### config.mk
export PLATFORM = sky130hd
export DESIGN_NAME = audio_codec_link
export DESIGN_NICKNAME = d
export VERILOG_FILES = /design/src/rtl/audio_codec_link.sv
export SDC_FILE = /design/constraint.sdc
export NUM_CORES = 1
export LEC_CHECK = 0
export ABC_AREA = 1
export BUFFER_PORTS_ARGS = -buffer_cell sky130_fd_sc_hd__clkbuf_2
export CORE_MARGIN = 2
export CORE_UTILIZATION = 60
export CTS_BUF_LIST = sky130_fd_sc_hd__clkbuf_2 sky130_fd_sc_hd__clkbuf_4 sky130_fd_sc_hd__clkbuf_8
export CTS_CLUSTER_DIAMETER = 80
export DETAILED_ROUTE_END_ITERATION = 6
export HOLD_SLACK_MARGIN = 0.03
export PLACE_DENSITY_LB_ADDON = 0.3
export SYNTH_ARGS = -nofsm -noshare
export SYNTH_HDL_FRONTEND = slang
export SYNTH_SLANG_ARGS = --single-unit
### constraint.sdc
create_clock -name clk -period 5 [get_ports clk]
set_input_delay 1 -clock clk [delete_from_list [all_inputs] [get_ports clk]]
set_output_delay 1 -clock clk [all_outputs]
set_load 0.005 [all_outputs]
### src/rtl/audio_codec_link.sv
// audio_codec_link: codec-side end of the audio serial link, acting as bit-clock
// master. Generates BCLK and the shared LR frame clock, serialises the ADC stereo
// pair onto ADCDAT and deserialises DACDAT back into a stereo pair.
// Format: left-justified, MSB first, LRCK high = left channel.
//
// ADC handshake: a pair on adc_left_data/adc_right_data is transferred on any
// rising clk edge where adc_valid && adc_ready; adc_ready is 1 exactly when the
// single-entry holding register is empty, and does not depend on adc_valid.
// The producer holds data stable while valid is high and ready is low.

module audio_codec_link #(
    parameter int DATA_WIDTH = 16,
    parameter int SLOT_BITS  = 32,
    parameter int BCLK_DIV   = 8
) (
    input  logic                  clk,
    input  logic                  reset,
    input  logic [DATA_WIDTH-1:0] adc_left_data,
    input  logic [DATA_WIDTH-1:0] adc_right_data,
    input  logic                  adc_valid,
    output logic                  adc_ready,
    output logic                  adc_underrun,
    output logic [DATA_WIDTH-1:0] dac_left_data,
    output logic [DATA_WIDTH-1:0] dac_right_data,
    output logic                  dac_valid,
    output logic                  BCLK,
    output logic                  ADCLRCK,
    output logic                  DACLRCK,
    output logic                  ADCDAT,
    input  logic                  DACDAT
);

    localparam int FRAME_BITS = 2 * SLOT_BITS;
    localparam int DIV_W      = (BCLK_DIV > 1) ? $clog2(BCLK_DIV) : 1;
    localparam int BIT_W      = $clog2(FRAME_BITS);

    localparam logic [DIV_W-1:0] DIV_LAST = DIV_W'(BCLK_DIV - 1);
    localparam logic [BIT_W-1:0] BIT_LAST = BIT_W'(FRAME_BITS - 1);
    localparam logic [BIT_W-1:0] SLOT_N   = BIT_W'(SLOT_BITS);
    localparam logic [BIT_W-1:0] DW_N     = BIT_W'(DATA_WIDTH);
    localparam logic [BIT_W-1:0] DW_LAST  = BIT_W'(DATA_WIDTH - 1);

    // Bit position inside the current channel slot (frame bit mod SLOT_BITS).
    function automatic logic [BIT_W-1:0] slot_index(input logic [BIT_W-1:0] bc);
        return (bc >= SLOT_N) ? (bc - SLOT_N) : bc;
    endfunction

    // Bit-clock divider
    logic [DIV_W-1:0] div_cnt_q, div_cnt_d;
    logic             bclk_q, bclk_d;
    logic             tick;
    logic             rise_evt;
    logic             fall_evt;

    // Frame position
    logic [BIT_W-1:0] bit_cnt_q, bit_cnt_d;
    logic             lrck_q, lrck_d;
    logic             frame_load;

    // ADC side: holding register and the pair currently being sent (also the
    // pair that is repeated when the producer falls behind)
    logic                  adc_accept;
    logic                  hold_full_q, hold_full_d;
    logic [DATA_WIDTH-1:0] hold_l_q, hold_l_d;
    logic [DATA_WIDTH-1:0] hold_r_q, hold_r_d;
    logic [DATA_WIDTH-1:0] tx_l_q, tx_l_d;
    logic [DATA_WIDTH-1:0] tx_r_q, tx_r_d;
    logic                  underrun_q, underrun_d;
    logic                  adcdat_q, adcdat_d;
    logic [BIT_W-1:0]      tx_idx;
    logic [DATA_WIDTH-1:0] tx_word;
    logic [DATA_WIDTH-1:0] tx_shift;

    // DAC side: synchroniser, shift register, captured left word, outputs
    logic                  dacdat_s1_q;
    logic                  dacdat_s2_q;
    logic [BIT_W-1:0]      rx_idx;
    logic [DATA_WIDTH-1:0] rx_next;
    logic [DATA_WIDTH-1:0] rx_sr_q, rx_sr_d;
    logic [DATA_WIDTH-1:0] rx_left_q, rx_left_d;
    logic [DATA_WIDTH-1:0] dac_left_q, dac_left_d;
    logic [DATA_WIDTH-1:0] dac_right_q, dac_right_d;
    logic                  dac_valid_q, dac_valid_d;

    // Divider: BCLK toggles every BCLK_DIV clk; edge events are the toggle cycles.
    always_comb begin
        tick      = (div_cnt_q == DIV_LAST);
        rise_evt  = tick && !bclk_q;
        fall_evt  = tick && bclk_q;
        div_cnt_d = tick ? '0 : (div_cnt_q + DIV_W'(1));
        bclk_d    = tick ? ~bclk_q : bclk_q;
    end

    // Frame counter advances on BCLK falls; LRCK follows the new position.
    always_comb begin
        frame_load = fall_evt && (bit_cnt_q == BIT_LAST);
        bit_cnt_d  = bit_cnt_q;
        lrck_d     = lrck_q;
        if (fall_evt) begin
            bit_cnt_d = frame_load ? '0 : (bit_cnt_q + BIT_W'(1));
            lrck_d    = (bit_cnt_d < SLOT_N);
        end
    end

    // Holding register write and frame load; the load looks only at the
    // pre-write holding state, so a write in the load cycle waits a frame.
    always_comb begin
        adc_accept  = adc_valid && !hold_full_q;
        hold_full_d = hold_full_q;
        hold_l_d    = hold_l_q;
        hold_r_d    = hold_r_q;
        tx_l_d      = tx_l_q;
        tx_r_d      = tx_r_q;
        underrun_d  = 1'b0;
        if (frame_load) begin
            if (hold_full_q) begin
                tx_l_d      = hold_l_q;
                tx_r_d      = hold_r_q;
                hold_full_d = 1'b0;
            end else begin
                // Nothing new: tx pair is kept and therefore repeated.
                underrun_d = 1'b1;
            end
        end
        if (adc_accept) begin
            hold_l_d    = adc_left_data;
            hold_r_d    = adc_right_data;
            hold_full_d = 1'b1;
        end
    end

    // ADCDAT: on each BCLK fall present the bit for the new frame position,
    // MSB first within the slot, zero in the padding bits.
    always_comb begin
        tx_idx   = slot_index(bit_cnt_d);
        tx_word  = (bit_cnt_d < SLOT_N) ? tx_l_d : tx_r_d;
        tx_shift = tx_word << tx_idx;
        adcdat_d = adcdat_q;
        if (fall_evt) begin
            adcdat_d = (tx_idx < DW_N) ? tx_shift[DATA_WIDTH-1] : 1'b0;
        end
    end

    // DACDAT: shift in data bits on BCLK rises, park the left word, and publish
    // both words together when the last right data bit arrives.
    always_comb begin
        rx_idx      = slot_index(bit_cnt_q);
        rx_next     = (rx_sr_q << 1) | DATA_WIDTH'(dacdat_s2_q);
        rx_sr_d     = rx_sr_q;
        rx_left_d   = rx_left_q;
        dac_left_d  = dac_left_q;
        dac_right_d = dac_right_q;
        dac_valid_d = 1'b0;
        if (rise_evt && (rx_idx < DW_N)) begin
            rx_sr_d = rx_next;
            if (rx_idx == DW_LAST) begin
                if (bit_cnt_q < SLOT_N) begin
                    rx_left_d = rx_next;
                end else begin
                    dac_left_d  = rx_left_q;
                    dac_right_d = rx_next;
                    dac_valid_d = 1'b1;
                end
            end
        end
    end

    // State registers with synchronous reset; reset discards any pending pair
    // and partially received DAC words.
    always_ff @(posedge clk) begin
        if (reset) begin
            div_cnt_q   <= '0;
            bclk_q      <= 1'b0;
            bit_cnt_q   <= '0;
            lrck_q      <= 1'b1;
            hold_full_q <= 1'b0;
            hold_l_q    <= '0;
            hold_r_q    <= '0;
            tx_l_q      <= '0;
            tx_r_q      <= '0;
            underrun_q  <= 1'b0;
            adcdat_q    <= 1'b0;
            dacdat_s1_q <= 1'b0;
            dacdat_s2_q <= 1'b0;
            rx_sr_q     <= '0;
            rx_left_q   <= '0;
            dac_left_q  <= '0;
            dac_right_q <= '0;
            dac_valid_q <= 1'b0;
        end else begin
            div_cnt_q   <= div_cnt_d;
            bclk_q      <= bclk_d;
            bit_cnt_q   <= bit_cnt_d;
            lrck_q      <= lrck_d;
            hold_full_q <= hold_full_d;
            hold_l_q    <= hold_l_d;
            hold_r_q    <= hold_r_d;
            tx_l_q      <= tx_l_d;
            tx_r_q      <= tx_r_d;
            underrun_q  <= underrun_d;
            adcdat_q    <= adcdat_d;
            dacdat_s1_q <= DACDAT;
            dacdat_s2_q <= dacdat_s1_q;
            rx_sr_q     <= rx_sr_d;
            rx_left_q   <= rx_left_d;
            dac_left_q  <= dac_left_d;
            dac_right_q <= dac_right_d;
            dac_valid_q <= dac_valid_d;
        end
    end

    assign BCLK           = bclk_q;
    assign ADCLRCK        = lrck_q;
    assign DACLRCK        = lrck_q;
    assign ADCDAT         = adcdat_q;
    assign adc_ready      = ~hold_full_q;
    assign adc_underrun   = underrun_q;
    assign dac_left_data  = dac_left_q;
    assign dac_right_data = dac_right_q;
    assign dac_valid      = dac_valid_q;

endmodule
== After elaboration in Yosys (flattened, before gate mapping) ==
Cells that the tools add are included.
W data, S select, Z words.
Word-level totals
  flip-flop bits (word level): 144
  logic and storage cells: 67
Cells by class
  add/subtract/negate cells: 4
  order comparisons: 7
  eq/ne operators: 3
  shifts and indexed selects: 1
  muxes and demuxes: 14
  bitwise operators: 7
  reductions and logical operators: 13
Operators with widths (number)
  $mux W16: 5
  $mux W6: 4
  $lt A6 B6 Y1 const B: 3
  $or A16 B1 Y16: 1
  $shl A16 B6 Y16: 1
  $ge A6 B6 Y1 const B: 2
  $lt A6 B5 Y1 const B: 2
  $sub A6 B6 Y6 const B: 2
  $add A6 B1 Y6 const B: 1
  $eq A6 B4 Y1 const B: 1
  $eq A6 B6 Y1 const B: 1
  $not A1 Y1: 6
  $reduce_and A3 Y1: 2
  $logic_and A1 B1 Y1: 5
  $mux W1: 5
  $reduce_or A2 Y1: 2
  $add A3 B1 Y3 const B: 1
  $eq A3 B3 Y1 const B: 1
  $reduce_or A3 Y1: 1
  $logic_not A1 Y1: 2
  $reduce_bool A2 Y1: 1

== Longest topological paths before layout ==
  depth in word-level cells: 9
  depth in mapped cells: 17
  depth with buffers taken out: 16

== Worst setup path before layout ==
OpenSTA, ideal clock, no wires.
  kind: reg-to-reg
  start: register div_cnt_q[0]
  end: register adcdat_q, in the netlist ADCDAT
  setup time: 0.066 ns
  data arrival time: 1.934 ns
  required time: 4.934 ns
  setup slack: 3.000 ns
  cell stages (with the launch flop): 18
  clock period less this slack: 2.000 ns
  cell sequence: dfxtp_1 -> ha_1 -> ha_1 -> nand2_4 -> nor2_8 -> nand3_4 -> inv_4 -> buf_12 -> nand2_2 -> nand2_1 -> nand3_1 -> nand3_1 -> nand3_1 -> nand3_1 -> nand3_1 -> nand2_1 -> nand2_1 -> a21oi_2
On the way
  word-level cells in the longest chain between the ends: 9
  elaborated cells between the ends (all ways): 15
  classes of those cells: add/sub (1); order compare (3); eq/ne (1); shift (1); mux (7); reduce/logical (2)
RTL lines
  start: declaration: RTL line 49  | logic [DIV_W-1:0] div_cnt_q, div_cnt_d;
  start signal: assignment: RTL line 191  | div_cnt_q <= div_cnt_d;
  $eq A3 B3 Y1 (*): RTL line 87  | tick = (div_cnt_q == DIV_LAST);
  $logic_and A1 B1 Y1 (*): RTL line 89  | fall_evt = tick && bclk_q;
  $logic_and A1 B1 Y1: RTL line 96  | frame_load = fall_evt && (bit_cnt_q == BIT_LAST);
  $mux W6: RTL line 100  | bit_cnt_d = frame_load ? '0 : (bit_cnt_q + BIT_W'(1));
  $mux W6: RTL line 99  | if (fall_evt) begin
  $sub A6 B6 Y6, or another cell as far along: RTL line 45  | return (bc >= SLOT_N) ? (bc - SLOT_N) : bc;
  $mux W6 / $mux W16 (equally long branches): RTL line 45, 136
  $shl A16 B6 Y16 / $lt A6 B5 Y1 (equally long branches): RTL line 137, 140
  $mux W1: RTL line 140  | adcdat_d = (tx_idx < DW_N) ? tx_shift[DATA_WIDTH-1] : 1'b0;
  end signal: assignment: RTL line 201  | adcdat_q <= adcdat_d;
  end: declaration: RTL line 69  | logic adcdat_q, adcdat_d;
Mark *: on every way between the ends. The rest lies on a longest branch, timed or not.
A chain may end at the register's enable or synchronous reset.

== Final worst setup path ==
Ends and elaborated chain as after synthesis.

==> metrics.txt <==
CP peak stage delay 0.45 ns; flops & latches, synth 144; Buffers on Ports 74; drc violations 0; Syn-to-layout area delta 11.38%; wire per inst 12.70 µm; latest clock arrival within the worst-skew pair 0.43 ns; P_leak 2.833 nW; register area share after synthesis 50.69%; Final setup viols 0; top cells by area, synth dfxtp_1 51%, o21ai_0 8.6%, a21oi_1 7.9%; crit share post-route 57.99%; H-Tree Depth 4; Max Buffers Root-to-Sink 2; 1st-pass router iterations 5; setup slack at placement 1.806 ns; DP HPWL 7571 µm; top post-synthesis cells by count 144 x dfxtp_1, 98 x o21ai_0, 94 x nand2_1, 90 x a21oi_1, 81 x nor2_1; Most used DFF post-synth dfxtp_1; power per cell area 332.9 nW/µm²; Netlist cell types 32; minimum clock period 2.899 ns; initial DRC count 258; CP Class reg2reg; core footprint 9196 µm²; Max Clk Rate 0.3449 GHz; RSZ-0062 raised after global routing false; Vert. Die Dim 101.4 µm; Worst-path clk slew 0.08 ns; Post-CTS Setup Bufs 0; maxcap violations 0; top cell type's share of synthesized area 50.69%; VDD IR max 0.0001798 V; final WL 11,390 µm; initial core utilization 61.84%; CTS buffer count 17; global-route wire length before repair 19,510 µm; I/O pins 75; Post-Syn Area 5687 µm²; Final WS setup 2.101 ns; GRT overflow 0; vias in the first global route 4,401; FF-to-FF setup slack 2.10 ns; final hold slack 0.4102 ns; arrival time worst endpoint 3.25 ns; syn_area_per_cell 7.909 µm²; gpl congestion 0.8887; CP Cell Sequence ha_1 > ha_1 > nand2_4 > nor2_8 > nand3_4 > inv_4 > nand2_1 > nand2_1 > nand2_1 > nand3_1 > nand3_1 > nand3_1 > nand3_1 > nand2_1 > nand2_1 > a21oi_2; post-synthesis cell count 719; CTS tree done; status completed; Routed Antenna Nets 0; fraction of registers with async set/reset 0%; vias 4,828; post-synth net total 759; Worst setup EP type flop; initial antenna violation count 0; slowest CP cell nand3_4; number of enable flip-flop cells after synthesis 0; Hold Crit Class reg2reg; relative max-transition margin 16.62%; clk_skew 0.01246 ns; startpoint types flop; Slew Viols, Final 0; most used cell along the critical path nand2_1; Post-CTS Hold Buffers 0; Vias/cell 5.382; share of cells above drive strength 1 18.45%; die area 10,270 µm²; Crit path required time 5.35 ns; row count 35; Final Hold Fails 0; maximum number of pins on one net before global-route repair 99; total number of clock tree sinks 144; Worst-Margin Slew 1.251 ns; nets 813; Post-CTS Resized 0; Ant. Diodes 0; Global Route Usage Sum 23.38%; cell taking the most area after synthesis dfxtp_1; CTS root buffer clkbuf_8; Sum Neg Setup Slack 0 ns; Die X-Extent 101.4 µm; top-count cell post-synth dfxtp_1; Max FO, Critical Path 44; Warnings, synthesis 0
-- report_power, final --
| part | switching [mW] | internal (mW) |
|---|---|---|
| combinational | 0.0504 | 0.0276 |
| clock | 0.479 | 0.367 |
| sequential | 0.0137 | 1.17 |
| total | 0.543 | 1.57 |
-- cell usage in the layout (no fill, tap or decap), drive strengths merged --
cell type,netlist,layout
a21oi,91,91
nor3,4,4
nor2,83,83
nand4,6,6
o21ai,108,108
a21o,1,1
buf,12,3
nand2,109,109
nand3,51,51
inv,74,82
clkbuf,30,92
clkinv,0,2
o211ai,1,1
xor2,1,1
ha,4,4
clkinvlp,0,4
dfxtp,144,144
-- critical path: cells and delay by family, from the launching register on --
family	cells	cell delay, ns
compound gates	1	0.10
fa+ha+maj	2	0.41
buf+inv	1	0.40
flops	1	0.35
simple gates	12	1.54
-- kinds of logic after synthesis --
logic type	count (synthesis)	share of synthesized area, %
buffers and inverters	116	9.593
adders and majority gates	4	0.8801
AOI/OAI and AO/OA	201	18.44
and+or+nand+nor	253	20.24
xor gates and xnor gates	1	0.1540
DFF	144	50.69
-- layer usage --
metal	vias to the layer above	global-route usage [%]	part of all wire, %
li1	2460	-	-
met1	2207	31.63	47
met2	140	37.39	46
met3	21	5.521	4.7
met4	0	7.173	1.5
met5	-	0	0
-- final timing paths --
path                              startpoint           to  cells after the start
worst max-delay path            div_cnt_q[0]       ADCDAT                     16
worst min-delay path             dacdat_s1_q  dacdat_s2_q                      2
worst max register to register  div_cnt_q[0]       ADCDAT                     16
worst min register to register   dacdat_s1_q  dacdat_s2_q                      2
-- registers in the layout (all words and copies together) (netlist names), 3 cells and up --
signal / count
div_cnt_q: 3
bit_cnt_q: 6
dac_left_data: 16
tx_l_q: 16
rx_left_q: 16
hold_l_q: 16
tx_r_q: 16
rx_sr_q: 15
dac_right_data: 16
hold_r_q: 16
-- area by class of cell --
cell class                      count  area, µm²
Inverter                           74      287.8
Fill cell                         779       2863
Clock inverter                     14      125.1
Tap cell                          111      138.9
Timing Repair Buffer               77      392.9
Clock buffer                       18      241.5
Sequential cell                   144       2883
Multi-Input combinational cell    459       2265
-- stage by stage --
stage,util (%),std cells,cell area [µm²],power (mW)
after floorplan,-,719,5687,1.262
after global placement,64.88,865,5967,1.283
after detailed placement,64.88,865,5967,1.289
after CTS,68.87,897,6334,2.122
after global routing,68.87,897,6334,2.189
final,68.87,897,6334,2.109
Note: power is estimated with default switching activity, not from simulation.
